File: src/rtl/muldiv_seq_ctrl.sv
// Issue/sequencing controller for the multi-cycle multiply/divide unit in EX.
// It launches the datapath, holds the pipeline while the unit runs and emits a single writeback pulse.
module muldiv_seq_ctrl #(
    parameter int unsigned BITS    = 32,
    parameter int unsigned MUL_LAT = 4,
    parameter int unsigned DIV_LAT = 33
) (
    input  logic       clk,
    input  logic       rst_n,
    input  logic       Valid,
    input  logic [6:0] Opcode,
    input  logic [6:0] Funct7,
    input  logic [2:0] Funct3,
    input  logic [4:0] Rd,
    input  logic       DivisorZero,
    input  logic       Flush,
    output logic       Start,
    output logic [2:0] MulDivOp,
    output logic [4:0] MulDivRd,
    output logic       Stall,
    output logic       Busy,
    output logic       RegWrite,
    output logic       DivByZero
);

    typedef enum logic [1:0] {
        IDLE     = 2'd0,
        MUL_BUSY = 2'd1,
        DIV_BUSY = 2'd2,
        DONE     = 2'd3
    } state_e;

    localparam logic [6:0] OPC_OP    = 7'b0110011;
    localparam logic [6:0] F7_MULDIV = 7'b0000001;
    localparam logic [5:0] MUL_CNT   = 6'(MUL_LAT - 1);
    localparam logic [5:0] DIV_CNT   = 6'(DIV_LAT - 1);

    state_e     state_q, state_d;
    logic [5:0] cnt_q, cnt_d;
    logic [2:0] op_q, op_d;
    logic [4:0] rd_q, rd_d;
    logic       dbz_q, dbz_d;
    logic       issue;

    // rst_n gates issue so the combinational Start/Stall paths are also quiet during reset.
    assign issue = rst_n && Valid && (Opcode == OPC_OP) && (Funct7 == F7_MULDIV)
                   && (state_q == IDLE) && !Flush;

    assign Busy     = (state_q == MUL_BUSY) || (state_q == DIV_BUSY);
    assign Stall    = issue || Busy;
    assign MulDivOp = op_q;
    assign MulDivRd = rd_q;

    always_comb begin
        state_d   = state_q;
        cnt_d     = cnt_q;
        op_d      = op_q;
        rd_d      = rd_q;
        dbz_d     = dbz_q;
        Start     = 1'b0;
        RegWrite  = 1'b0;
        DivByZero = 1'b0;

        if (Flush) begin
            state_d = IDLE;
            dbz_d   = 1'b0;
        end else begin
            unique case (state_q)
                IDLE: begin
                    if (issue) begin
                        Start = 1'b1;
                        op_d  = Funct3;
                        rd_d  = Rd;
                        if (!Funct3[2]) begin
                            cnt_d   = MUL_CNT;
                            dbz_d   = 1'b0;
                            state_d = MUL_BUSY;
                        end else if (DivisorZero) begin
                            // A zero divisor has a fixed architectural result, so skip the datapath.
                            dbz_d   = 1'b1;
                            state_d = DONE;
                        end else begin
                            cnt_d   = DIV_CNT;
                            dbz_d   = 1'b0;
                            state_d = DIV_BUSY;
                        end
                    end
                end
                MUL_BUSY, DIV_BUSY: begin
                    if (cnt_q == 6'd0) begin
                        state_d = DONE;
                    end else begin
                        cnt_d = cnt_q - 6'd1;
                    end
                end
                DONE: begin
                    RegWrite  = 1'b1;
                    DivByZero = dbz_q;
                    dbz_d     = 1'b0;
                    state_d   = IDLE;
                end
                default: begin
                    state_d = IDLE;
                end
            endcase
        end
    end

    always_ff @(posedge clk or negedge rst_n) begin
        if (!rst_n) begin
            state_q <= IDLE;
            cnt_q   <= 6'd0;
            op_q    <= 3'd0;
            rd_q    <= 5'd0;
            dbz_q   <= 1'b0;
        end else begin
            state_q <= state_d;
            cnt_q   <= cnt_d;
            op_q    <= op_d;
            rd_q    <= rd_d;
            dbz_q   <= dbz_d;
        end
    end

endmodule

File: config.mk
export PLATFORM = sky130hd
export DESIGN_NAME = muldiv_seq_ctrl
export DESIGN_NICKNAME = d
export VERILOG_FILES = /design/src/rtl/muldiv_seq_ctrl.sv
export SDC_FILE = /design/constraint.sdc
export NUM_CORES = 1
export LEC_CHECK = 0
export CAP_MARGIN = 20
export CORE_AREA = 2 2 47 49
export DETAILED_ROUTE_END_ITERATION = 10
export DIE_AREA = 0 0 49 51
export DONT_BUFFER_PORTS = 1
export PLACE_DENSITY = 0.75
export SLEW_MARGIN = 30
export SYNTH_ARGS = -nofsm -noshare
export SYNTH_HDL_FRONTEND = slang
export SYNTH_SLANG_ARGS = --single-unit
export TNS_END_PERCENT = 20
File: constraint.sdc
create_clock -name clk -period 2.3 [get_ports clk]
set_clock_uncertainty 0.1 [all_clocks]
set_input_delay 0.345 -clock clk [delete_from_list [all_inputs] [get_ports clk]]
set_output_delay 0.345 -clock clk [all_outputs]
set_load 0.03 [all_outputs]
==> metrics <==
status=complete, no violations; GRT overflow=0; vias in the first global route=860; period utilization=98.19%; crit-path leading delay family=simple AND/OR/NAND/NOR gates; Hold EP=state_q[0]$_DFFE_PN0P_; Cell Chain, Critical Path=inv_2, ha_4, nand4_1, nor4_4, nand2_2, nand2_4; fmax=442.8 MHz; Max stage delay on crit path=0.43 ns; CP Class=reg -> out; WL met1=927 um; H-tree Lvls=1; drt pass-1 iters=4; Leak=0.0005164 uW; reg2reg start=cnt_q[0]$_DFFE_PN0P_; latest clock arrival within the worst-skew pair=0.30 ns; Post-synth EDFFs=0; Synth Instances=102; share of the synthesized area in the top cell type=40.62%; Fin. Hold Viols=0; worst-path fanout max=7; commonest non-fill, non-tap cell in the layout=dfrtp_1; Post-DRT Antenna Nets=0; Most used DFF post-synth=dfrtp_1; Vias/cell=6.175; Synth cell types=42; met2 WL post-DR=1.169 mm; initial antenna violation count=0; unrepaired setup endpoints after global routing=yes; pin count of the biggest net entering global routing=18; async set-or-reset flop fraction in the synthesized netlist=100.0%; Syn Area/Cell=10.27 um^2; GRT Overall Usage=19.64%; R2R setup slack=0.08 ns; # IOs=40; port buffer count=0; hold slack=0.03350 ns; clock tree root buffer cell=clkbuf_4; Routed WL per cell=16.72 um; Critical Path AT=1.81 ns; final setup violating endpoints=0; Initial DRC Count=13; Reg2Reg Depth=7; Area Overhead vs Synth=14.81%; uppermost layer routed=met4; max_cap viols=0; top post-synthesis cells by area=dfrtp_1 (41%), mux2_2 (8.6%), ha_1 (4.8%), a2111oi_0 (3.3%), inv_1 (2.5%); ant diodes=0; floorplan core area=2063 um^2; DPL Wire Length=1.683 mm; Seq cells post-synth=17; min cycle time layout=2.258 ns; worst-margin pin slew=0.8053 ns; Slew HR=46.14%; first-pass GRT wire length=3.712 mm; WP buf/inv=1; Seq/Total Area, Yosys=40.62%; # placed instances=131; final wirelength=2.291 mm; commonest non-fill, non-tap cells in the layout=dfrtp_1 (17), mux2_2 (8), nand2_1 (6), inv_1 (5); Pins Over Slew Limit=0; PD cells=742.9 nW/um^2; Fin Setup TNS=0 ns; slowest CP cell=dfrtp_1; HP Class=in -> reg; Placer Congestion=0.8001; # nets final=141; Sink Count=17; clk slew on worst S/H paths=0.10 ns; top cell type by total area after synthesis=dfrtp_1; worst r2r dst=cnt_q[5]$_DFFE_PN0P_; worst endpoint required time=1.86 ns; routed vias=846; CP endpoint kind=output port; metal3 WL=140 um; row cnt=17; Mapped Area=1047 um^2; CTS tree=done; fraction of layout cells with a size suffix above 1=24.77%; Finished Layout Cells=137; Min-Delay Path Depth=1; FILL cells=171; worst-case clock buffer depth=2; die height=51 um; Yosys Warn Count=0; Syn Nets=133; Residual DRC=0; Core Util, Final=58.28%; Num CTS Buffers=3; maximum vdd drop=0.5090 mV; die width=49 um; critical path launch point type=flop; starting density of the core=50.76%; full die area=2499 um^2; Hold Path Origin=Flush
-- stage by stage --
step / power [uW] / worst slack [ns] / area, um^2
CTS: 886.9 / 0.03271 / 1182
detailed placement: 695.2 / 0.06989 / 1116
floorplan: 619.7 / 0.03196 / 1047
finish: 893.2 / 0.04152 / 1202
global route: 948.3 / -0.06666 / 1202
global placement: 682.4 / 0.09411 / 1116
-- registers in the layout, indices dropped and copies added, names as in the netlist --
signal,flops
state_q,2
MulDivRd,5
dbz_q,1
MulDivOp,3
cnt_q,6
-- worst max path at each step --
stage	from	endpoint	slack, ns	cells after the start
floorplan	state_q[0]$_DFFE_PN0P_	Stall	0.03	8
global route	cnt_q[0]$_DFFE_PN0P_	cnt_q[5]$_DFFE_PN0P_	-0.07	7
finish	state_q[0]$_DFFE_PN0P_	Stall	0.04	6
detailed placement	Opcode[6]	cnt_q[4]$_DFFE_PN0P_	0.07	5
CTS	state_q[0]$_DFFE_PN0P_	Stall	0.03	6
global placement	Opcode[6]	cnt_q[5]$_DFFE_PN0P_	0.09	5
-- cells in the mapped netlist, drive strengths merged, types with 2 or more instances --
cell type / n
a2111oi: 4
a211o: 2
a21oi: 2
and3: 2
clkbuf: 3
dfrtp: 17
ha: 4
inv: 7
mux2: 9
nand2: 8
nand2b: 4
nand3: 3
nand3b: 2
nor2: 3
nor2b: 2
nor3: 2
nor4: 3
o21ai: 3
or3: 2
or4b: 2
-- cell families (layout without fill, tap and decap cells) --
| kind of cell | count (synthesis) | in the layout | share of synthesized area [%] |
|---|---|---|---|
| multiplexers | 10 | 10 | 10.63 |
| AO/OA/AOI/OAI | 21 | 21 | 16.01 |
| flip-flops | 17 | 17 | 40.62 |
| buffers and inverters | 11 | 18 | 4.062 |
| AND/OR/NAND/NOR | 38 | 38 | 23.06 |
| adder cells (fa/ha/maj) | 4 | 4 | 4.779 |
| XOR/XNOR | 1 | 1 | 0.8365 |
-- what timing repair did --
action,4_1_cts,5_1_grt
endpoints found under the hold margin,18,0
setup buffers,0,0
pin swaps,4,2
resized for setup,6,4
hold buffers,2,0
setup endpoints to repair,2,7
-- final cells by class --
cell class	count	area [um^2]	area share (%)
multi-input cells	74	619.3	51.51
flip-flops and latches	17	425.4	35.38
repair buffers	7	70.07	5.827
well taps	28	35.03	2.914
clock buffers	4	26.28	2.185
inverters	7	26.28	2.185
-- power by group --
group	switching (uW)	internal, uW
combinational	200	141
sequential	44.9	342
clock	97.9	67.6
-- routing by layer --
layer / vias to the layer above / track usage (%)
li1: 397 / -
met1: 407 / 21.46
met5: - / 0
met3: 4 / 2.339
met2: 38 / 36.76
met4: 0 / 11.43
No activity file was read; power rests on OpenSTA's default activity.
